`src/rtl/struct_pckg.sv`:
```
// Shared types for the instruction aligner: alignment FSM states and the
// halfword classification used to tell 16-bit from 32-bit instructions.
package struct_pckg;

    typedef enum logic [1:0] {
        StEmpty,
        StHalf,
        StUpper
    } align_state_e;

    // A halfword starts a 32-bit instruction iff its two low bits are both set
    localparam logic [1:0] FullOpcode = 2'b11;

    function automatic logic is_compressed(input logic [15:0] hw);
        return hw[1:0] != FullOpcode;
    endfunction

endpackage

```
`src/rtl/instr_aligner.sv`:
```
// Re-aligns a 32-bit fetch stream containing mixed 16/32-bit instructions into
// one registered instruction per cycle, buffering a straddling upper halfword.
module instr_aligner
    import struct_pckg::*;
#(
    parameter int unsigned PC_W = 64
) (
    input  logic            clk,
    input  logic            rst_n,
    input  logic [31:0]     i_if_instr,
    input  logic [PC_W-1:0] i_if_pc,
    input  logic            i_if_valid_instr,
    input  logic            i_flush,
    input  logic            i_dec_ready,
    output logic            o_id_ready,
    output logic            o_incr_pc,
    output logic [31:0]     o_instr,
    output logic [PC_W-1:0] o_instr_pc,
    output logic            o_instr_valid,
    output logic            o_is_compressed
);

    align_state_e    state_q, state_d;
    logic [15:0]     buf_q, buf_d;
    logic [PC_W-1:0] buf_pc_q, buf_pc_d;
    logic [31:0]     instr_q, instr_d;
    logic [PC_W-1:0] instr_pc_q, instr_pc_d;
    logic            valid_q, valid_d;
    logic            comp_q, comp_d;

    logic [15:0]     lo_hw, hi_hw;
    logic [PC_W-1:0] pc_plus2;
    logic            consume;

    assign lo_hw      = i_if_instr[15:0];
    assign hi_hw      = i_if_instr[31:16];
    assign pc_plus2   = i_if_pc + PC_W'(2);
    assign o_id_ready = ~valid_q | i_dec_ready;
    // Gated by rst_n so o_incr_pc reads 1 throughout reset
    assign consume    = rst_n & i_if_valid_instr & o_id_ready & ~i_flush;

    always_comb begin
        state_d    = state_q;
        buf_d      = buf_q;
        buf_pc_d   = buf_pc_q;
        instr_d    = instr_q;
        instr_pc_d = instr_pc_q;
        valid_d    = valid_q;
        comp_d     = comp_q;
        o_incr_pc  = 1'b1;

        if (i_flush) begin
            state_d  = StEmpty;
            buf_d    = '0;
            buf_pc_d = '0;
            valid_d  = 1'b0;
        end else if (consume) begin
            valid_d = 1'b1;
            case (state_q)
                StEmpty: begin
                    instr_pc_d = i_if_pc;
                    if (!is_compressed(lo_hw)) begin
                        instr_d = i_if_instr;
                        comp_d  = 1'b0;
                    end else begin
                        instr_d = {16'h0000, lo_hw};
                        comp_d  = 1'b1;
                        if (is_compressed(hi_hw)) begin
                            state_d   = StUpper;
                            o_incr_pc = 1'b0;
                        end else begin
                            buf_d    = hi_hw;
                            buf_pc_d = pc_plus2;
                            state_d  = StHalf;
                        end
                    end
                end
                StHalf: begin
                    instr_d    = {lo_hw, buf_q};
                    instr_pc_d = buf_pc_q;
                    comp_d     = 1'b0;
                    if (is_compressed(hi_hw)) begin
                        state_d   = StUpper;
                        o_incr_pc = 1'b0;
                    end else begin
                        buf_d    = hi_hw;
                        buf_pc_d = pc_plus2;
                    end
                end
                StUpper: begin
                    instr_d    = {16'h0000, hi_hw};
                    instr_pc_d = pc_plus2;
                    comp_d     = 1'b1;
                    state_d    = StEmpty;
                end
                default: state_d = StEmpty;
            endcase
        end else if (i_dec_ready) begin
            valid_d = 1'b0;
        end
    end

    always_ff @(posedge clk or negedge rst_n) begin
        if (!rst_n) begin
            state_q    <= StEmpty;
            buf_q      <= '0;
            buf_pc_q   <= '0;
            instr_q    <= '0;
            instr_pc_q <= '0;
            valid_q    <= 1'b0;
            comp_q     <= 1'b0;
        end else begin
            state_q    <= state_d;
            buf_q      <= buf_d;
            buf_pc_q   <= buf_pc_d;
            instr_q    <= instr_d;
            instr_pc_q <= instr_pc_d;
            valid_q    <= valid_d;
            comp_q     <= comp_d;
        end
    end

    assign o_instr         = instr_q;
    assign o_instr_pc      = instr_pc_q;
    assign o_instr_valid   = valid_q;
    assign o_is_compressed = comp_q;

endmodule

```
`config.mk`:
```
export PLATFORM = sky130hd
export DESIGN_NAME = instr_aligner
export DESIGN_NICKNAME = d
export VERILOG_FILES = /design/src/rtl/struct_pckg.sv /design/src/rtl/instr_aligner.sv
export SDC_FILE = /design/constraint.sdc
export NUM_CORES = 1
export LEC_CHECK = 0
export ABC_AREA = 1
export CAP_MARGIN = 25
export CORE_ASPECT_RATIO = 0.8
export CORE_MARGIN = 1.5
export CORE_UTILIZATION = 31
export CTS_BUF_LIST = sky130_fd_sc_hd__clkbuf_2 sky130_fd_sc_hd__clkbuf_4 sky130_fd_sc_hd__clkbuf_8
export CTS_CLUSTER_DIAMETER = 80
export DETAILED_ROUTE_END_ITERATION = 8
export PLACE_DENSITY = 0.55
export SLEW_MARGIN = 20
export SYNTH_ARGS = -nofsm -noshare
export SYNTH_HDL_FRONTEND = slang
export SYNTH_SLANG_ARGS = --single-unit
export TNS_END_PERCENT = 5
```
`constraint.sdc`:
```
create_clock -name clk -period 3.75 [get_ports clk]
set_clock_uncertainty 0.1 [all_clocks]
set_input_delay 0.5625 -clock clk [delete_from_list [all_inputs] [get_ports clk]]
set_output_delay 0.5625 -clock clk [all_outputs]
set_load 0.02 [all_outputs]
```
==> impl_metrics.toml <==
[timing]
maxSlewViolCount = 0
finalWorstSetupSlack_ps = 937
hold_ws_ps = 237
period_share = 0.750
hold_viol = 0
fmax_mhz = 355
fin_setup_tns_ps = 0
rsz0062_at_grt = "no"
report.final.setup_viol = 0
max_slew_margin = 0.406
min_period_ps = 2810
worst_pin_slew_ps = 891

[logic_synthesis]
post-synth-top-area-fraction = 0.413
syn_inst = 1523
synth_enable_flop_cells = 0
ys_ff_latch = 180
syn_nets = 1629
postSynth.asyncResetShare = 1.00
synth_top_flop_cell = "dfrtp_1"
yosysSeqAreaShare = 0.413
yosys_warnings = 0
synth_cell_types = 36
syn-cell-area_sq_um = 10900
avgSynthCellArea_sq_um = 7.15
synth_area_leaders = "dfrtp_1 41%, nand2_1 12%, nand3_1 7.2%"
yosys.area.top_type = "dfrtp_1"

[outcome]
outcome = "finished, final reports clean"

[route]
drt_pass1_iterations = 6
routed_via_density = 5.04
ant_nets = 0
vias = 11000
drc = 0
first_iter_violations = 962
wl_per_cell_um = 19.7
drt_wl_total_mm = 42.8

[worst_setup_path]
slowest_delay_ps = 570
critPathLaunch = "i_dec_ready"
path_depth = 7
cp.required_ps = 3090
cpMostUsedCell = "clkdlybuf4s50_1"
cp_num_buf_inv = 3
critical_path_class = "input port to output port"
reg2reg_from = "state_q[0]$_DFFE_PN0P_"
reg2reg_depth = 7
end_kind = "output port"
cp.arrival_ps = 2150
crit_fanout = 3
cp_cell_sequence = "clkdlybuf4s50_1, inv_1, nand2_2, nand3_2, a31oi_4, nand4_1, clkdlybuf4s50_1"
critPathTopFamily = "buffers and inverters"
startpoint_type = "input port"
crit_path_top_delay_cell = "clkdlybuf4s50_1"

[global_routing]
grt_max_degree = 87
grt_pass1_wl_mm = 65.1
first_global_vias = 10600
antenna_found_initial = 0
track_usage = 0.238
grt_overflow_total = 0

[layout]
final_common_cell = "nand2_1"
fin_area_sq_um = 13800
drive_gt1_frac = 0.0862
syn2layout_area_growth_pct = 26.7
final_nets = 1799
layout_common_cells = "352 x nand2_1, 206 x inv_1, 199 x clkdlybuf4s50_1, 180 x dfrtp_1, 173 x nor2_1"
antenna_cells = 0

[floorplanning]
die_h_um = 171
die_w_um = 213
row_count = 61
core_sq_um = 34700
dieArea_sq_um = 36300
initial_core_util = 0.314
ios = 201

[clock_network]
cts_tree = "built"
cts_resized = 0
clockBufferDepth = 2
htreeDepth = 4
clock_latency_ps = 480
cts_hold_buffers = 0
cts_setup_buffers = 0
cts-root-buf = "clkbuf_8"
cts_made_buffers = 17
clkSinkCount = 180
path_clk_slew_ps = 110

[placement]
io_buffers = 200
place_ws_ps = 697
gp_congestion = 0.965
place_area_sq_um = 13400
dpl.hpwl_mm = 31.2

[worst_hold_path]
hold_class = "input port to async pin"

[power_and_ir_drop]
peakVddDrop_v = 0.000228
p_leak_nw = 6.13
powerDensity_nw_per_um2 = 377
power.total_mw = 5.21

[job]
cap_violations = 0
==> cell usage after synthesis, types with 5 or more instances <==
cell type / number
nand2_1: 354
inv_1: 207
dfrtp_1: 180
nor2_1: 173
nand3_1: 156
o21ai_0: 97
o22ai_1: 64
clkbuf_1: 35
or2_2: 33
a2bb2oi_1: 27
buf_2: 21
nor2_2: 20
nand2_2: 17
a21oi_1: 16
nand4_1: 16
a21boi_0: 13
xor2_1: 13
o21ai_1: 12
a221oi_1: 10
a21boi_1: 7
buf_4: 7
nor2_4: 6
o221ai_1: 6
ha_1: 5
o21ai_2: 5
==> area by class of cell <==
| cell class | count | area [sq um] |
|---|---|---|
| fill | 3678 | 20900 |
| multi-input combinational | 1066 | 5320 |
| sequential | 180 | 4500 |
| timing repair buffer | 218 | 2200 |
| inverter | 210 | 790 |
| tap | 472 | 591 |
| clock buffer | 17 | 234 |
| clock inverter | 15 | 161 |
==> flip-flops by register name, summed over array words and instances (netlist names) <==
signal           count
state_q              2
buf_q               16
o_instr_valid        1
o_is_compressed      1
o_instr             32
buf_pc_q            64
o_instr_pc          64
==> metrics by stage <==
step                      utilization  std cells
after global placement          0.387       2146
after CTS                       0.398       2178
after floorplan                     -       1523
after global routing            0.398       2178
final                           0.398       2178
after detailed placement        0.387       2146
==> routing by layer <==
| metal | GRT usage | wire length [um] | up-vias |
|---|---|---|---|
| met4 | 0.0570 | 733 | 0 |
| met5 | 0 | 0 | - |
| met1 | 0.356 | 20700 | 5296 |
| met3 | 0.0398 | 2880 | 36 |
| li1 | - | - | 5272 |
| met2 | 0.355 | 18500 | 378 |
==> cells by family after synthesis <==
kind of cell	count (synthesis)	share of synthesized area
xor gates and xnor gates	13	0.0104
buffers and inverters	277	0.100
adders and majority gates	5	0.00574
DFF	180	0.413
and+or+nand+nor	787	0.319
AOI/OAI and AO/OA	261	0.151
==> power by group <==
part           leakage, nW  internal, mW  total, mW  switching (mW)
Sequential            2.31          2.15       2.29           0.137
Combinational         3.63         0.683       1.53           0.846
Clock                0.199         0.504       1.39           0.887
Total                 6.13          3.34       5.21            1.87
==> final timing paths <==
check                                             endpoint  slack (ps)
worst max-delay path                             o_incr_pc         940
worst min-delay path            o_instr_pc[26]$_DFFE_PN0P_         240
worst max register to register     o_instr[20]$_DFFE_PN0P_        1010
worst min register to register     o_instr[11]$_DFFE_PN0P_         380
max in group asynchronous       o_instr_pc[37]$_DFFE_PN0P_        1980
min in group clk                   o_instr[11]$_DFFE_PN0P_         380
No activity file was read; power rests on OpenSTA's default activity.
==> patch 1 (config.mk and constraints unchanged) <==
`instr_q` no longer has a reset.
--- a/src/rtl/instr_aligner.sv
+++ b/src/rtl/instr_aligner.sv
@@ -105,7 +105,6 @@
             state_q    <= StEmpty;
             buf_q      <= '0;
             buf_pc_q   <= '0;
-            instr_q    <= '0;
             instr_pc_q <= '0;
             valid_q    <= 1'b0;
             comp_q     <= 1'b0;
@@ -113,11 +112,14 @@
             state_q    <= state_d;
             buf_q      <= buf_d;
             buf_pc_q   <= buf_pc_d;
-            instr_q    <= instr_d;
             instr_pc_q <= instr_pc_d;
             valid_q    <= valid_d;
             comp_q     <= comp_d;
         end
+    end
+
+    always_ff @(posedge clk) begin
+        instr_q <= instr_d;
     end
 
     assign o_instr         = instr_q;
Function: differs if rst_n is asserted again (counterexample within 4 cycles, from zero or initial values and one cycle with rst_n low); with rst_n held inactive, the same outputs for 4 cycles.
==> patch 1 against the unedited design <==
Area after synthesis decreased by 2.9%. Setup slack got worse by 0.25 ns. Register-to-register slack improved by 0.08 ns. Largest cell class unchanged. Sequential cell count unchanged. Cell area decreased by 2.5%. Critical path type is now reg -> out. Power decreased by 4.5%. Routed wire length decreased by 7.4%. First-iteration DRC count decreased by 14%. Cell count decreased by 6.3%. Critical endpoint unchanged. Highest routed layer unchanged.
==> patch 1: results (changes against the unedited design) <==
relative slew slack 42.3% (+1.7 points); depth of the most critical reg-to-reg path 9 (+2); largest fanout on the critical path 4 (+1); leakage power total 5.65 nW (-8.0%); outcome complete, no violations; share of flip-flops with an asynchronous set or reset 82.2% (-18 points); worst-case setup slack after placement 0.641 ns (-0.0558 ns); drt via density 5.02 (-0.35%); Cell variety after synth 37 (+2.8%); adder and majority cell fraction of the synthesized area 0.591% (+0.017 points); Post-Syn Nets 1517 (-6.9%); Post-synth EDFFs 32 (+32); reg-to-reg endpoint buf_pc_q[49]; worst reg2reg setup slack 1.09 ns (+0.08 ns); Synth Area in Compound Gates 15.3% (+0.22 points); Filler Cell Count 3474 (-5.5%); XOR/XNOR share of the synthesized area 2.15% (+1.1 points); iteration-0 DRC count of the detailed router 828 (-14%); IR drop worst, VDD 156 µV (-32%); antenna violations before repair 1 (+1); drt first pass iters 5 (-1); fin nets 1698 (-5.6%); Clk Latency, worst-skew pair 0.50 ns (+0.02 ns); number of global-route vias before repair 10000 (-5.3%); clock transition time at the flip-flop clock pins of the worst setup and hold paths 0.13 ns (+0.02 ns); sequential cell area fraction in the yosys report 44.1% (+2.7 points); maximum number of pins on one net before global-route repair 66 (-24%); fraction of layout cells with a size suffix above 1 9.03% (+0.42 points)
## patch 1: cell types whose count changed after synthesis, moves of 12 or more
cell,delta
a2bb2oi_1,-12
dfrtp_1,-32
edfxtp_1,+32
nand2_1,-70
nand3_1,-46
o21ai_0,-14
o22ai_1,+13
or2_2,+13
xor2_1,+13
## patch 1: logic make-up (layout without fill, tap and decap cells)
logic type                 Yosys count  in the layout
adders and majority gates            5              5
and+or+nand+nor                    668            668
xor gates and xnor gates            26             26
other                                0              2
buffers and inverters              273            467
DFF                                180            180
AOI/OAI and AO/OA                  259            259
## patch 1: cell type report
| type | instances | share of cell area (%) |
|---|---|---|
| antenna | 2 | 0.0372 |
| clock buffer | 17 | 1.74 |
| clock inverter | 15 | 1.17 |
| inverter | 215 | 6.00 |
| multi-input combinational | 958 | 36.1 |
| sequential | 180 | 34.7 |
| tap | 434 | 4.03 |
| timing repair buffer | 220 | 16.3 |
## patch 1: worst max-delay path by stage
stage / startpoint / to / slack [ns]
finish: state_q[0] / o_incr_pc / 0.69
detailed placement: i_dec_ready / buf_pc_q[39] / 0.64
floorplan: i_dec_ready / o_instr[0] / 1.67
CTS: state_q[0] / o_incr_pc / 0.63
global route: state_q[0] / o_incr_pc / 0.57
global placement: i_dec_ready / buf_pc_q[39] / 0.62
## patch 1: power by group
group	total [mW]	leakage (nW)	internal, mW	switching (mW)
registers	2.26	2.18	2.16	0.0986
logic	1.33	3.26	0.606	0.726
clock network	1.38	0.199	0.501	0.876
## patch 1: worst max-delay path, cell delays in order, from the launching register on
cell	delay, ns
dfrtp_1	0.44
inv_1	0.12
ha_2	0.22
inv_1	0.05
nor3_1	0.24
nor2_2	0.09
nand4_1	0.12
clkdlybuf4s50_1	0.64
## patch 1: layer usage
metal,GRT usage [%],up-vias,share of wire [%]
li1,-,4941,-
met1,35.1,4915,49
met2,33.7,369,43
met3,3.41,30,6.6
met4,4.94,0,1.2
met5,0,-,0
## patch 1: through the flow
stage          cells  hold WS, ns  util (%)
3_5_place_dp    2007        0.364      38.8
4_1_cts         2039        0.113      40.0
6_report        2041        0.114      40.0
2_1_floorplan   1411        0.167         -
3_3_place_gp    2007        0.365      38.8
5_1_grt         2040        0.133      40.0
==> patch 2 (same settings) <==
Made on the original files. `PC_W`: 64 -> 56.
--- a/src/rtl/instr_aligner.sv
+++ b/src/rtl/instr_aligner.sv
@@ -3,7 +3,7 @@
 module instr_aligner
     import struct_pckg::*;
 #(
-    parameter int unsigned PC_W = 64
+    parameter int unsigned PC_W = 56
 ) (
     input  logic            clk,
     input  logic            rst_n,
Interface: changed (resized i_if_pc and o_instr_pc); port bits go from 201 to 185. No check against the original RTL was run, so the function may have changed too.
==> patch 2 against the unedited design <==
First-iteration DRC count is 23% lower. Power shrank 5.9%. Non-clock buffer count fell by 16. Count of clock-buffer cells in the layout increased by 4. Cell area fell by 11%. Global-route usage fell by 1.2 points. Routed wire length shrank 16%. Sequential cell count fell by 16. Cell count shrank 14%. Setup slack got worse by 0.14 ns. Sequential power is 9.2% lower. Area after synthesis shrank 12%. Critical path type is now reg -> out. Largest cell class unchanged.
==> patch 2: results (changes against the unedited design) <==
Clock-cell share 3.47% (+0.61 points); Crit path arrival time 2.29 ns (+0.14 ns); sequential cell area fraction in the yosys report 42.9% (+1.6 points); fraction of layout cells with a size suffix above 1 8.69% (+0.070 points); leading post-synthesis cells by instance count nand2_1 (310), dfrtp_1 (164), inv_1 (154); placed cell area 0.0118 mm² (-12%); IO Port Bufs 184 (-8.0%); post-layout total power 4.90 mW (-5.9%); relative slew slack 43.6% (+3.0 points); Cell variety after synth 39 (+8.3%); fin nets 1548 (-14%); gate count after technology mapping 1288 (-15%); Non-Filler Instances 1875 (-14%); maximum number of pins on one net before global-route repair 77 (-11%); global-route usage over all layers 22.6% (-1.2 points); number of well taps 413 (-13%); number of cells in the design after placement 1844 (-14%); origin of the worst setup path state_q[1]; largest fanout on the critical path 6 (+3); Filler Cell Count 3169 (-14%); half-perimeter wire length after detailed placement 25100 µm (-20%); data-path buffer share of cell area in the final layout 16.7% (+0.69 points); post-route cell area 0.0123 mm² (-11%); Comb. pwr 1.38 mW (-9.8%); IR drop worst, VDD 227 µV (-0.72%); number of inverters outside the clock class in the layout 160 (-24%); iteration-0 DRC count of the detailed router 738 (-23%); Total Routed Length 35800 µm (-16%); final RePlAce weighted congestion 0.924 (-4.3%); number of global-route vias before repair 9011 (-15%); sequential share of cell area 33.5% (+0.85 points); leakage power total 5.21 nW (-15%); outcome complete, no violations; worst hold-check slack 0.163 ns (-0.0743 ns); Non-clock buffers 202 (-7.3%); synth top area cells dfrtp_1 (43%), nand2_1 (12%), inv_1 (6.0%); drt first pass iters 5 (-1); clock buffer count in the final layout 21 (+4); Post-Syn Nets 1386 (-15%); share of the synthesized area in the top cell type 42.9% (+1.6 points); drt via density 5.02 (-0.48%); power of the sequential group 2.08 mW (-9.2%); reg-to-reg endpoint o_instr_pc[54]; number of multi-input combinational cells 905 (-15%); worst reg2reg setup slack 1.13 ns (+0.12 ns); global-route wire length before repair 54700 µm (-16%); post-CTS sizing 0 (unchanged); post-route fraction of the period consumed by the critical path 78.7% (+3.6 points); Seq Cell Count 164 (-8.9%)
==> patch 2: cell types whose count changed after synthesis, sizes merged, moves of 9 or more <==
cell,change
nand3,-66
o21ai,-17
dfrtp,-16
inv,-50
nand2,-50
nor2,-30
xor2,+9
==> patch 2: kinds of logic (layout without fill, tap and decap cells) <==
family,count (synthesis),count (layout),synth area share (%)
XOR/XNOR,23,23,2.11
adder cells (fa/ha/maj),5,5,0.654
flip-flops,164,164,42.9
AO/OA/AOI/OAI,236,236,15.5
buffers and inverters,219,393,9.44
AND/OR/NAND/NOR,641,641,29.4
==> patch 2: metal layers <==
metal,global-route usage (%),vias to the layer above,share of wire (%)
met4,5.33,0,1.3
met2,33.2,353,43
met3,4.52,33,6.5
met5,0,-,0
met1,33.8,4517,49
li1,-,4506,-
==> patch 2: how the worst min path moves through the flow <==
stage	to
floorplan	buf_pc_q[0]
global placement	o_instr[8]
detailed placement	o_instr_pc[3]
CTS	o_instr[19]
global route	o_instr[0]
finish	o_instr[19]
